--- src/rtl/hms_timekeeper.sv ---
// hour:min:sec timekeeper with tick-enable counting, same-edge carry chain and N sticky alarms.
// Optional snooze is built only when HMS_SNOOZE_EN is defined.
module hms_timekeeper #(
  parameter int CW         = 6,
  parameter int SEC_MAX    = 59,
  parameter int MIN_MAX    = 59,
  parameter int HOUR_MAX   = 23,
  parameter int N_ALARM    = 2,
  parameter int AW         = 1,
  parameter int SNOOZE_SEC = 300
) (
  input  logic               clk,
  input  logic               rst_n,
  input  logic               i_tick,
  input  logic [1:0]         i_mode,
  input  logic [1:0]         i_position,
  input  logic               i_inc,
  input  logic [AW-1:0]      i_alarm_sel,
  input  logic [N_ALARM-1:0] i_alarm_en,
  input  logic               i_alarm_clr,
  input  logic               i_snooze,
  output logic [CW-1:0]      o_sec,
  output logic [CW-1:0]      o_min,
  output logic [CW-1:0]      o_hour,
  output logic               o_day_hit,
  output logic [N_ALARM-1:0] o_alarm,
  output logic               o_alarm_any
);

  typedef struct packed {
    logic [CW-1:0] hour;
    logic [CW-1:0] min;
    logic [CW-1:0] sec;
  } hms_t;

  typedef enum logic [1:0] {
    MODE_CLOCK     = 2'd0,
    MODE_SETUP     = 2'd1,
    MODE_ALARM     = 2'd2,
    MODE_CLOCK_ALT = 2'd3
  } mode_e;

  localparam logic [CW-1:0] SEC_LIM  = CW'(SEC_MAX);
  localparam logic [CW-1:0] MIN_LIM  = CW'(MIN_MAX);
  localparam logic [CW-1:0] HOUR_LIM = CW'(HOUR_MAX);

  function automatic logic [CW-1:0] wrap_inc(input logic [CW-1:0] v, input logic [CW-1:0] lim);
    return (v >= lim) ? '0 : v + 1'b1;
  endfunction

  // Field edit used by both setup and alarm editing: wraps, never carries.
  function automatic hms_t edit_field(input hms_t t, input logic [1:0] pos);
    hms_t r;
    r = t;
    case (pos)
      2'd0:    r.sec  = wrap_inc(t.sec, SEC_LIM);
      2'd1:    r.min  = wrap_inc(t.min, MIN_LIM);
      2'd2:    r.hour = wrap_inc(t.hour, HOUR_LIM);
      default: r = t;
    endcase
    return r;
  endfunction

  mode_e mode;
  assign mode = mode_e'(i_mode);

  hms_t               time_q, time_d;
  hms_t               alarm_q [N_ALARM];
  hms_t               alarm_d [N_ALARM];
  logic               tick_upd_q, tick_upd_d;
  logic               day_hit_q, day_hit_d;
  logic [N_ALARM-1:0] flags_q, flags_d;
  logic               sec_wrap, min_wrap, hour_wrap;

  assign sec_wrap  = time_q.sec >= SEC_LIM;
  assign min_wrap  = sec_wrap && (time_q.min >= MIN_LIM);
  assign hour_wrap = min_wrap && (time_q.hour >= HOUR_LIM);

  // NOTE: combinational next-state uses blocking '=' with a default for every target, so no latch is inferred.
  always_comb begin
    time_d     = time_q;
    tick_upd_d = 1'b0;
    day_hit_d  = 1'b0;
    for (int k = 0; k < N_ALARM; k++) alarm_d[k] = alarm_q[k];

    if (mode == MODE_SETUP) begin
      if (i_inc) time_d = edit_field(time_q, i_position);
    end else if (i_tick) begin
      tick_upd_d  = 1'b1;
      time_d.sec  = sec_wrap ? '0 : time_q.sec + 1'b1;
      if (sec_wrap) time_d.min  = min_wrap ? '0 : time_q.min + 1'b1;
      if (min_wrap) time_d.hour = hour_wrap ? '0 : time_q.hour + 1'b1;
      day_hit_d   = hour_wrap;
    end

    if (mode == MODE_ALARM && i_inc) begin
      for (int k = 0; k < N_ALARM; k++)
        if (int'(i_alarm_sel) == k) alarm_d[k] = edit_field(alarm_q[k], i_position);
    end
  end

`ifdef HMS_SNOOZE_EN
  logic [N_ALARM-1:0] snooze_mask_q, snooze_mask_d;
  logic [15:0]        snooze_cnt_q, snooze_cnt_d;
`else
  logic unused_snooze;
  assign unused_snooze = ^{i_snooze, 16'(SNOOZE_SEC)};
`endif

  // Clears are applied first and sets last, so a coincident set wins.
  always_comb begin
    flags_d = flags_q;
    if (i_alarm_clr) flags_d = '0;
    flags_d = flags_d & i_alarm_en;
`ifdef HMS_SNOOZE_EN
    snooze_mask_d = snooze_mask_q;
    snooze_cnt_d  = snooze_cnt_q;
    if (i_snooze && |flags_q) begin
      snooze_mask_d = flags_q;
      snooze_cnt_d  = 16'(SNOOZE_SEC);
      flags_d       = '0;
    end else if (|snooze_mask_q && i_tick) begin
      if (snooze_cnt_q <= 16'd1) begin
        flags_d       = flags_d | (snooze_mask_q & i_alarm_en);
        snooze_mask_d = '0;
        snooze_cnt_d  = '0;
      end else begin
        snooze_cnt_d  = snooze_cnt_q - 16'd1;
      end
    end
    if (i_alarm_clr) begin
      snooze_mask_d = '0;
      snooze_cnt_d  = '0;
    end
`endif
    if (tick_upd_q) begin
      for (int k = 0; k < N_ALARM; k++)
        if (i_alarm_en[k] && time_q == alarm_q[k]) flags_d[k] = 1'b1;
    end
  end

  // NOTE: the alarm register array is small and must read 0 after reset, so every entry is reset explicitly.
  always_ff @(posedge clk or negedge rst_n) begin
    if (!rst_n) begin
      time_q     <= '0;
      tick_upd_q <= 1'b0;
      day_hit_q  <= 1'b0;
      flags_q    <= '0;
      for (int k = 0; k < N_ALARM; k++) alarm_q[k] <= '0;
`ifdef HMS_SNOOZE_EN
      snooze_mask_q <= '0;
      snooze_cnt_q  <= '0;
`endif
    end else begin
      time_q     <= time_d;
      tick_upd_q <= tick_upd_d;
      day_hit_q  <= day_hit_d;
      flags_q    <= flags_d;
      for (int k = 0; k < N_ALARM; k++) alarm_q[k] <= alarm_d[k];
`ifdef HMS_SNOOZE_EN
      snooze_mask_q <= snooze_mask_d;
      snooze_cnt_q  <= snooze_cnt_d;
`endif
    end
  end

  hms_t disp;
  always_comb begin
    disp = '0;
    if (mode == MODE_ALARM) begin
      for (int k = 0; k < N_ALARM; k++)
        if (int'(i_alarm_sel) == k) disp = alarm_q[k];
    end else begin
      disp = time_q;
    end
  end

  assign o_sec       = disp.sec;
  assign o_min       = disp.min;
  assign o_hour      = disp.hour;
  assign o_day_hit   = day_hit_q;
  assign o_alarm     = flags_q;
  assign o_alarm_any = |flags_q;

endmodule

--- config.mk ---
export PLATFORM = sky130hd
export DESIGN_NAME = hms_timekeeper
export DESIGN_NICKNAME = d
export VERILOG_FILES = /design/src/rtl/hms_timekeeper.sv
export SDC_FILE = /design/constraint.sdc
export NUM_CORES = 1
export LEC_CHECK = 0
export CAP_MARGIN = 10
export CORE_ASPECT_RATIO = 0.9
export CORE_MARGIN = 2
export CORE_UTILIZATION = 53
export CTS_CLUSTER_SIZE = 24
export DETAILED_ROUTE_END_ITERATION = 7
export PLACE_DENSITY = 0.84
export SYNTH_ARGS = -nofsm -noshare
export SYNTH_HDL_FRONTEND = slang
export SYNTH_SLANG_ARGS = --single-unit
--- constraint.sdc ---
create_clock -name clk -period 2.3 [get_ports clk]
set_clock_uncertainty 0.2 [all_clocks]
set_input_delay 0.575 -clock clk [delete_from_list [all_inputs] [get_ports clk]]
set_output_delay 0.575 -clock clk [all_outputs]
set_load 0.01 [all_outputs]
==> results_dict.tcl <==
set metrics [dict create \
    status "finished, final reports clean" \
    dr.pass1.iters 5 \
    netlist_area_um2 3930 \
    synth.largest_area_cell "dfrtp_1" \
    path_clk_slew_ns 0.07 \
    die_w_um 94.7 \
    rr_endpoint "time_q[8]" \
    worstSetupPathType "in -> out" \
    reg2reg_depth 6 \
    row_count 29 \
    clk_latency_ns 0.36 \
    cts-htree-levels 3 \
    synth_top_area_share 0.370 \
    cp_cell_sequence "clkdlybuf4s15_2, nand2b_4, buf_6, buf_2, o21ai_1, buf_2" \
    yosysUniqueCellTypes 51 \
    setup_viol 0 \
    dpl.cell_count 602 \
    drive_above_1_share 0.242 \
    io_pins 35 \
    antenna_cells 0 \
    overflow 0 \
    gp_congestion 0.916 \
    cp-end-kind "primary output" \
    crit_required_ns 1.52 \
    coreArea_um2 7110 \
    vias 3918 \
    postSynthCellCount 455 \
    cp_common_cell "buf_2" \
    max_freq_mhz 439 \
    io_buffers 33 \
    cts_buffers 9 \
    cts.sinks 58 \
    multiInputGateArea_um2 2350 \
    synth.area.top_cells "dfrtp_1 37%, o21ai_0 7.7%, xor2_1 6.7%" \
    grt_pass1_wl_mm 19.0 \
    regArea_um2 1450 \
    wl_per_cell_um 18.1 \
    vdd_drop_max_v 0.000531 \
    slew_headroom 0.608 \
    layout_worst_path_cycle_share 0.990 \
    synth-seq-cells 58 \
    ys.flop_type "dfrtp_1" \
    die_area_um2 8110 \
    crit_slowest_cell "clkdlybuf4s15_2" \
    synth_edf_count 0 \
    clockBufferDepth 2 \
    initial_core_util 0.552 \
    synthesis.nets 477 \
    r2r_setup_slack_ns 0.13 \
    route.detailed.drc 0 \
    layout.nets 550 \
    track_usage 0.303 \
    grt_max_degree 59 \
    totalWireLength_mm 11.3 \
    r2r-start "time_q[0]" \
    start_kind "primary input" \
    crit_start "i_mode[0]" \
    critPathMaxFanout 5 \
    cts_tree "built" \
    async_reset_ff_frac 1.00 \
    cp.arrival_ns 1.50 \
    finalHoldViolations 0 \
    grt_pass1_vias 3869 \
    period_minus_slack_ns 2.28 \
    dpl-instance-area_um2 4690 \
    drtIter0Drc 252 \
    via_per_inst 6.26 \
    cap_viol_max_count 0 \
    p_per_area_nw_per_um2 725 \
    yosys_warnings 0 \
    dpl.hpwl_mm 7.74 \
    fill_cells 542 \
    worstMarginPinSlew_ns 0.588 \
    syn_area_per_cell_um2 8.63 \
    slowest_delay_ns 0.18 \
    p_leak_nw 2.35 \
    final-max-slew-violation-count 0 \
    finalNonFillerCells 626 \
    antenna_left 0 \
    area_delta_synth_final_pct 28.0 \
    fp.dieH_um 85.6 \
    antenna_found_initial 0 \
    synth-seq-area-share 0.370 \
    cts_root_buf "clkbuf_8" \
    final_cell_area_um2 5020 \
    hp-class "in -> async" \
]
## critical path: cells and delay by family
kind	cells	cell delay (ns)
compound gates	1	0.14
buf+inv	4	0.61
simple gates	1	0.17
## final cells by class
class / count / share of cell area
Multi-Input combinational cell: 348 / 0.467
Sequential cell: 58 / 0.289
Timing Repair Buffer: 102 / 0.177
Clock buffer: 10 / 0.0254
Tap cell: 93 / 0.0232
Clock inverter: 6 / 0.0115
Inverter: 9 / 0.00672
## placed cells by master, fill, tap and decap left out, types with 13 or more instances in the layout
master	instances
o21ai_1	13
dfrtp_1	58
o21ai_0	43
buf_4	58
buf_2	18
nor2_1	14
nand3_1	21
nand2_1	46
xor2_1	30
mux2i_1	16
## registers in the layout, indices dropped and copies added (netlist names)
register	count
o_alarm	2
tick_upd_q	1
alarm_q	36
time_q	18
o_day_hit	1
## repair_timing
item                       in CTS  in global routing
setup endpoints to repair      20                 20
hold buffers                    0                  0
hold endpoints to repair        0                  0
pin swaps                       4                  3
buffers inserted                4                  0
gates resized for setup       114                 10
cloned                          4                  0
## how the worst max path moves through the flow
stage                  endpoint  slack [ns]
finish                 o_min[4]        0.02
global route        alarm_q[10]     -0.0003
CTS                    o_min[1]       0.003
detailed placement     o_sec[0]       -0.76
global placement       o_sec[1]       -0.71
floorplan              o_min[3]        0.03
## cells in the mapped netlist, drive strengths merged, types with 2 or more instances
cell type	number
nand2	46
xnor2	6
and3	6
a211oi	3
nand3b	7
or3b	2
o31ai	12
nand4b	3
o21ai	64
xor2	30
o22a	3
nand2b	14
o41ai	4
a31oi	4
buf	12
and2	6
mux2i	18
nand4	7
clkbuf	28
inv	9
a32oi	2
nor3	7
nor4	9
or2	3
nand3	22
nor2	14
o2111ai	2
a21o	7
a22o	3
ha	9
dfrtp	58
a21oi	12
o2111a	5
nor2b	5
a22oi	2
## power by group
part	switching (mW)	internal (mW)	leakage (nW)	total, mW
Clock	0.422	0.492	0.0958	0.914
Sequential	0.225	1.17	0.747	1.39
Combinational	0.737	0.601	1.51	1.34
## stage by stage
step	utilization	power (mW)	setup TNS [ns]	setup slack, ns	hold WS [ns]
3_3_place_gp	0.660	2.62	-17.74	-0.708	0.325
2_1_floorplan	-	2.11	0	0.0290	0.0794
4_1_cts	0.703	3.61	0	0.00255	0.0249
3_5_place_dp	0.660	2.68	-21.30	-0.756	0.330
6_report	0.707	3.64	0	0.0237	0.00624
5_1_grt	0.707	3.86	-0.000303	-0.000303	0.0129
## kinds of logic after synthesis
| kind of cell | Yosys count | share of synthesized area |
|---|---|---|
| AND/OR/NAND/NOR | 157 | 0.218 |
| XOR/XNOR | 36 | 0.0803 |
| flip-flops | 58 | 0.370 |
| multiplexers | 18 | 0.0459 |
| adder cells (fa/ha/maj) | 9 | 0.0287 |
| buffers and inverters | 49 | 0.0523 |
| AO/OA/AOI/OAI | 128 | 0.205 |
## routing by layer
| metal | up-vias | part of all wire | global-route usage | wire [um] |
|---|---|---|---|---|
| li1 | 1787 | - | - | - |
| met4 | 0 | 0.027 | 0.117 | 301 |
| met3 | 35 | 0.092 | 0.0756 | 1050 |
| met1 | 1896 | 0.41 | 0.404 | 4630 |
| met2 | 200 | 0.47 | 0.477 | 5350 |
| met5 | - | 0 | 0 | 0 |
Power figures use the tool's default switching activity.
